===== config.mk =====
export PLATFORM = sky130hd
export DESIGN_NAME = note_osc_ctrl
export DESIGN_NICKNAME = d
export VERILOG_FILES = /design/src/rtl/note_osc_ctrl.sv
export SDC_FILE = /design/constraint.sdc
export NUM_CORES = 1
export LEC_CHECK = 0
export CAP_MARGIN = 20
export CORE_MARGIN = 2
export CORE_UTILIZATION = 45
export CTS_CLUSTER_SIZE = 16
export DETAILED_ROUTE_END_ITERATION = 8
export PLACE_DENSITY = 0.71
export SYNTH_ARGS = -nofsm -noshare
export SYNTH_HDL_FRONTEND = slang
export SYNTH_SLANG_ARGS = --single-unit

===== constraint.sdc =====
create_clock -name clk -period 4.1 [get_ports clk]
set_input_delay 0.615 -clock clk [delete_from_list [all_inputs] [get_ports clk]]
set_output_delay 0.615 -clock clk [all_outputs]
set_load 0.005 [all_outputs]

===== src/rtl/note_osc_ctrl.sv =====
// note_osc_ctrl: fetches a note's period word from the note-frequency ROM and
//   runs a down-counter that pulses `step` every `period` clocks, with a
//   square-wave reference `squ` toggling on every step.
// Latency: accept at T, rom_en at T+1, LOAD at T+2, active from T+3,
//   first step at T+2+P (P = ROM word), then every P clocks.
// Backpressure: note_ready is high only in IDLE (also in RUN when
//   NOTE_OSC_RETRIG_EN is defined); a request without note_ready is ignored.
//
// Ports:
//   clk, rst          system clock, synchronous active-high reset
//   note_valid/ready  note request handshake, note_num = ROM address
//   note_off          stop the running note / abort an in-flight fetch
//   rom_en, rom_addr  ROM read strobe (FETCH only) and registered address
//   rom_data          ROM registered output, valid the cycle after rom_en
//   step, squ         sample-step pulse and square-wave reference
//   active, err       running flag, sticky "note mapped to period 0"
//
// Build option: define NOTE_OSC_RETRIG_EN to accept new notes while running.

module note_osc_ctrl #(
  parameter int NOTE_W = 7,
  parameter int PER_W  = 16
) (
  input  logic              clk,
  input  logic              rst,
  input  logic              note_valid,
  input  logic [NOTE_W-1:0] note_num,
  output logic              note_ready,
  input  logic              note_off,
  output logic              rom_en,
  output logic [NOTE_W-1:0] rom_addr,
  input  logic [PER_W-1:0]  rom_data,
  output logic              step,
  output logic              squ,
  output logic              active,
  output logic              err
);

  localparam logic [1:0] S_IDLE  = 2'd0;
  localparam logic [1:0] S_FETCH = 2'd1;
  localparam logic [1:0] S_LOAD  = 2'd2;
  localparam logic [1:0] S_RUN   = 2'd3;

  localparam logic [PER_W-1:0] PER_ONE = {{(PER_W-1){1'b0}}, 1'b1};

  logic [1:0]       state;
  logic [PER_W-1:0] period;
  logic [PER_W-1:0] cnt;
  logic [PER_W-1:0] cnt_nxt;
  logic             hit_nxt;

  // Handshake/strobe outputs decode directly from the state register.
`ifdef NOTE_OSC_RETRIG_EN
  assign note_ready = (state == S_IDLE) || (state == S_RUN);
`else
  assign note_ready = (state == S_IDLE);
`endif
  assign rom_en = (state == S_FETCH);
  assign active = (state == S_RUN);

  // Next counter value. step/squ are registered from the *next* count so the
  // pulse is visible in exactly the cycle where the counter sits at zero;
  // that puts the first step at T+2+P and makes P=1 step every RUN cycle.
  // The reload path only runs when the count is already zero, so cnt never
  // wraps below zero (the LOAD path is not stored when rom_data is 0).
  always_comb begin
    cnt_nxt = cnt - PER_ONE;
    if (state == S_LOAD) begin
      cnt_nxt = rom_data - PER_ONE;
    end else if (cnt == '0) begin
      cnt_nxt = period - PER_ONE;
    end
  end

  assign hit_nxt = (cnt_nxt == '0);

  always_ff @(posedge clk) begin
    if (rst) begin
      state    <= S_IDLE;
      rom_addr <= '0;
      period   <= '0;
      cnt      <= '0;
      step     <= 1'b0;
      squ      <= 1'b0;
      err      <= 1'b0;
    end else begin
      step <= 1'b0;
      case (state)
        S_IDLE: begin
          if (note_valid) begin
            rom_addr <= note_num;
            err      <= 1'b0;
            state    <= S_FETCH;
          end
        end

        S_FETCH: begin
          state <= note_off ? S_IDLE : S_LOAD;
        end

        S_LOAD: begin
          if (note_off) begin
            // Abort: the ROM word is dropped and err keeps its value.
            state <= S_IDLE;
          end else begin
            period <= rom_data;
            if (rom_data == '0) begin
              err   <= 1'b1;
              state <= S_IDLE;
            end else begin
              cnt   <= cnt_nxt;
              step  <= hit_nxt;
              squ   <= hit_nxt;
              state <= S_RUN;
            end
          end
        end

        default: begin // S_RUN
`ifdef NOTE_OSC_RETRIG_EN
          if (note_valid) begin
            // A new request beats a simultaneous note_off.
            rom_addr <= note_num;
            err      <= 1'b0;
            state    <= S_FETCH;
          end else
`endif
          if (note_off) begin
            squ   <= 1'b0;
            state <= S_IDLE;
          end else begin
            cnt  <= cnt_nxt;
            step <= hit_nxt;
            squ  <= squ ^ hit_nxt;
          end
        end
      endcase
    end
  end

endmodule


Word level (Yosys, flattened, before mapping)

Index checks and enable logic that the tools add are counted.

Multiplexer cells: 24
Eq/ne operators: 7
Add/subtract/negate cells: 3
Reductions and logical operators: 13
Bitwise logic cells: 3

Operators by type and width:

| cell                  | number |
|---|---|
| $mux 16               | 5 |
| $logic_not 16->1      | 3 |
| $sub 16x1->16 const B | 3 |
| $pmux 16 s2           | 1 |
| $mux 2                | 5 |
| $mux 1                | 9 |
| $ne 2x2->1 const B    | 3 |
| $pmux 1 s2            | 3 |
| $pmux 2 s3            | 1 |
| $reduce_and 2->1      | 3 |
| $reduce_and 3->1      | 2 |
| $eq 2x2->1 const B    | 2 |
| $reduce_and 4->1      | 1 |
| $reduce_bool 4->1     | 1 |
| $eq 2x1->1 const B    | 1 |
| $logic_not 2->1       | 1 |
| $ne 2x1->1 const B    | 1 |
| $not 1->1             | 2 |
| $reduce_bool 2->1     | 1 |
| $reduce_or 2->1       | 1 |
| $xor 1x1->1           | 1 |

Flip-flop bits (word level): 44
Word-level logic and storage cells: 57
Output and inout bits: 13
Input port bits: 27

Logic depth before layout (Yosys ltp)

Depth in word-level cells: 7
Depth in mapped cells: 18
Depth with buffers taken out: 15

Least setup slack after synthesis

Ideal clock, no wire load.

Path type: flip-flop to flip-flop
From: reg state[0]
To: reg squ
Library setup time: 133 ps
Path buffers: 4
Data arrival time: 4055 ps
Required time: 3967 ps
Path slack: -88 ps
Stages on the path, launching flop included: 18
Period minus slack after synthesis: 4188 ps
Cell sequence: dfxtp_1 inv_1 ha_1 clkbuf_1 clkbuf_1 clkbuf_1 clkbuf_1 nor2_1 a21oi_1 ha_1 o211ai_1 a2111oi_0 nand2_1 or3_1 a21o_1 a211oi_4 mux2i_1 a31oi_1

Longest elaborated chain between the ends: 6
Elaborated cells on any way between the ends: 15
Classes of those cells: eq/ne: 4; mux: 5; bitwise: 2; reduce/logical: 4

Ends and longest elaborated chain:

| what                                  | line     | source |
|---|---|---|
| start, declared                       | 46       | `logic [1:0] state;` |
| start signal, assigned                | 98       | `state <= note_off ? S_IDLE : S_LOAD;` |
| $eq 2x2->1                            | 68, 88   |  |
| $mux 16                               | 68       | `if (state == S_LOAD) begin` |
| $logic_not 16->1                      | 75       | `assign hit_nxt = (cnt_nxt == '0);` |
| $xor 1x1->1 or $mux 1 (tied branches) | 134, 107 |  |
| $mux 1, on equally long branches      | 128, 102 |  |
| $pmux 1 s2                            | 88       | `case (state)` |
| end signal, assigned                  | 113      | `squ <= hit_nxt;` |
| end signal, assigned                  | 134      | `squ <= squ ^ hit_nxt;` |
| end, declared                         | 34       | `output logic squ,` |

Parallel ways exist; a longest one is shown, timed or not. The select of a mux whose other input is x is not followed.
A chain may end at the register's enable or synchronous reset.

Worst setup path in the final report

From: reg cnt[2]
To: reg squ

Longest elaborated chain between the ends: 7
Elaborated cells on any way between the ends: 10
Classes of those cells: add/sub: 1; mux: 6; bitwise: 1; reduce/logical: 2

Ends and longest elaborated chain:

| what                                  | line     | source |
|---|---|---|
| start, declared                       | 48       | `logic [PER_W-1:0] cnt;` |
| start signal, assigned                | 111      | `cnt <= cnt_nxt;` |
| start signal, assigned                | 132      | `cnt <= cnt_nxt;` |
| $logic_not 16->1 (*)                  | 70       | `end else if (cnt == '0) begin` |
| $mux 16 (*)                           | 70       |  |
| $mux 16 (*)                           | 68       |  |
| named net cnt_nxt[0]                  | 49       | `logic [PER_W-1:0] cnt_nxt;` |
| $logic_not 16->1 (*)                  | 75       |  |
| $xor 1x1->1 or $mux 1 (tied branches) | 134, 107 |  |
| $mux 1, on equally long branches      | 128, 102 |  |
| $pmux 1 s2 (*)                        | 88       |  |

The timed path passes the listed nets; every way through them passes the cells marked *. The select of a mux whose other input is x is not followed.

==> results.sh <==
export IMPL_outcome="completed"
export IMPL_die_y_um=82.8
export IMPL_place_gp_congestion=0.964
export IMPL_synth_top_cell_area_share=0.315
export IMPL_die_w_um=82.8
export IMPL_worst_pin_slew_ns=0.814
export IMPL_yosys_top_cells_count="nand2_1 (53), dfxtp_1 (44), a21oi_1 (40)"
export IMPL_synth_edf_count=0
export IMPL_postCtsSetupRepairBufs=0
export IMPL_netSwitchingFraction=0.463
export IMPL_nFillCells=587
export IMPL_cp_end_kind="flop"
export IMPL_grt_pass1_wl_um=13600
export IMPL_drive_above_1_share=0.0936
export IMPL_hold_violations=0
export IMPL_max_freq_mhz=260
export IMPL_internal_power_w=0.00102
export IMPL_finish_utilization=0.571
export IMPL_first_pass_iters=4
export IMPL_grt_max_degree=27
export IMPL_vias=2913
export IMPL_crit_slowest_cell="or4_4"
export IMPL_netlist_area_mm2=0.00279
export IMPL_grt_ovfl_total=0
export IMPL_synth_area_leaders="dfxtp_1 (32%), a21oi_1 (7.2%), nand2_1 (7.1%), nor2_1 (5.2%), mux2i_1 (4.7%)"
export IMPL_cts_hold_buf=0
export IMPL_stdcell_count=481
export IMPL_num_io_pins=40
export IMPL_wl_um=8310
export IMPL_r2r_end="squ"
export IMPL_syn_inst=368
export IMPL_clk_latency_ns=0.31
export IMPL_cts_sinks=44
export IMPL_powerDensity_mw_per_mm2=558
export IMPL_total_leakage_power_nw=1.21
export IMPL_via_per_inst=6.06
export IMPL_port_buffers=39
export IMPL_cts_buffer_depth=2
export IMPL_p_sw_w=0.000878
export IMPL_cp_common_cell="or4_4"
export IMPL_power_frac_seq=0.273
export IMPL_ys_seq_elements=44
export IMPL_clkTransAtPathRegs_ns=0.10
export IMPL_ys_warn_count=0
export IMPL_fin_skew_ns=0.00887
export IMPL_arrival_ns=4.04
export IMPL_first_global_vias=2749
export IMPL_critical_path_class="flop to flop"
export IMPL_cp_startpoint="cnt[2]"
export IMPL_synth_nets=401
export IMPL_dp_hpwl_um=6140
export IMPL_max_stage_delay_ns=0.57
export IMPL_rows=28
export IMPL_cts_max_level=2
export IMPL_hold_end="rom_addr[0]"
export IMPL_hold_start="rom_addr[0]"
export IMPL_whs_path_depth=2
export IMPL_yosysTopAreaCell="dfxtp_1"
export IMPL_hold_class="flop to flop"
export IMPL_r2r_slack_ns=0.26
export IMPL_maxCapViolations=0
export IMPL_setup_ws_ns=0.258
export IMPL_ys_flop_type="dfxtp_1"
export IMPL_synth_cell_types=55
export IMPL_die_area_mm2=0.00685
export IMPL_drc=0
export IMPL_startpoint_type="flop"
export IMPL_ys_seq_area_frac=0.315
export IMPL_pwr_share_comb=0.569
export IMPL_syn_avg_cell_area_um2=7.59
export IMPL_cts_tree="yes"
export IMPL_fin_crit_ns=3.84
export IMPL_antenna_cells=0
export IMPL_slew_violations=0
export IMPL_synth_most_common_cell="nand2_1"
export IMPL_async_reset_ff_frac=0
export IMPL_reg2reg_from="cnt[2]"
export IMPL_dp_cells=472
export IMPL_ir_drop_mv=0.249
export IMPL_start_util=0.469
export IMPL_critPathMaxFanout=5
export IMPL_coreArea_mm2=0.00596
export IMPL_dp_slack_ns=0.314
export IMPL_worst_r2r_cell_count=15
export IMPL_clkPwrFrac=0.157
export IMPL_wire_per_inst_um=17.3
export IMPL_ant_nets=0
export IMPL_grt_use_total=0.261
export IMPL_path_cells="or4_4 -> or4_4 -> nor2_1 -> a21oi_1 -> o21ai_0 -> inv_1 -> ha_1 -> o211ai_1 -> a2111oi_2 -> nand2_1 -> nand4_1 -> a21o_1 -> a211oi_4 -> mux2i_1 -> a31oi_1"
export IMPL_layout_nets=438
export IMPL_crit_required_ns=4.30
export IMPL_area_growth_pct=21.7
export IMPL_setup_viol=0
export IMPL_drt_initial_drc_count=299
export IMPL_root_buffer="clkbuf_8"
export IMPL_numCtsBuffers=5
export IMPL_antenna_found_initial=0
export IMPL_slew_headroom=0.456
export IMPL_min_period_over_period=0.937
==> how the worst max path moves through the flow <==
stage | endpoint | cells after the start
detailed placement | squ | 15
CTS | squ | 15
finish | squ | 15
global placement | squ | 13
global route | squ | 15
floorplan | squ | 17
==> placed cells by master (no fill, tap or decap), types with 11 or more instances in the layout <==
| master | instances |
|---|---|
| nand3_1 | 13 |
| clkdlybuf4s50_1 | 39 |
| nor2_1 | 38 |
| nor3_1 | 19 |
| nand2_1 | 53 |
| dfxtp_1 | 44 |
| a21oi_1 | 40 |
| buf_4 | 11 |
| mux2i_1 | 13 |
==> stage by stage <==
step                      setup TNS, ns  hold WS (ns)  power (W)  area (µm²)
after floorplan                       0         0.436    0.00128        2790
after global placement                0         0.441    0.00157        3280
after detailed placement              0         0.453    0.00157        3280
after CTS                             0         0.467    0.00187        3380
after global routing            -0.0233         0.485    0.00203        3400
final                                 0         0.463    0.00190        3400
==> worst max-delay path: cells and delay by family (launching register included) <==
kind	cells	cell delay [ns]
flip-flops	1	0.38
AND/OR/NAND/NOR	5	1.53
buffers and inverters	1	0.08
AO/OA/AOI/OAI	7	1.26
multiplexers	1	0.22
adder cells (fa/ha/maj)	1	0.25
==> power by group through the flow <==
stage / Sequential, W / Clock, W / Combinational [W]
floorplan: 0.000516 / 0 / 0.000766
global placement: 0.000525 / 0 / 0.00105
detailed placement: 0.000525 / 0 / 0.00104
CTS: 0.000516 / 0.000308 / 0.00105
global route: 0.000523 / 0.000318 / 0.00119
finish: 0.000518 / 0.000298 / 0.00108
==> cells by family after synthesis <==
family                     synth area share
and+or+nand+nor                       0.273
AOI/OAI and AO/OA                     0.244
xor gates and xnor gates             0.0251
adders and majority gates            0.0269
muxes                                0.0748
buffers and inverters                0.0403
DFF                                   0.315
==> metal layers <==
metal  global-route usage  routed length, µm
met3               0.0519                632
met4               0.0869                174
met5                    0                  0
met2                0.394               3670
met1                0.370               3840
==> flip-flops by register name (all words and copies together) (netlist names) <==
name      cells
rom_addr      7
step          1
cnt          16
period       16
state         2
squ           1
err           1
==> final cells by class <==
class | instances | area [µm²] | area share
tap | 75 | 93.8 | 0.0276
multi-input combinational | 294 | 1810 | 0.532
clock inverter | 3 | 25.0 | 0.00736
inverter | 9 | 33.8 | 0.00994
clock buffer | 5 | 68.8 | 0.0203
sequential | 44 | 881 | 0.259
timing repair buffer | 51 | 488 | 0.144
==> what timing repair did <==
item | in CTS | in global routing
setup endpoints to repair | 0 | 2
resized for setup | 0 | 2
hold endpoints to repair | 0 | 0
No activity file was read; power rests on OpenSTA's default activity.
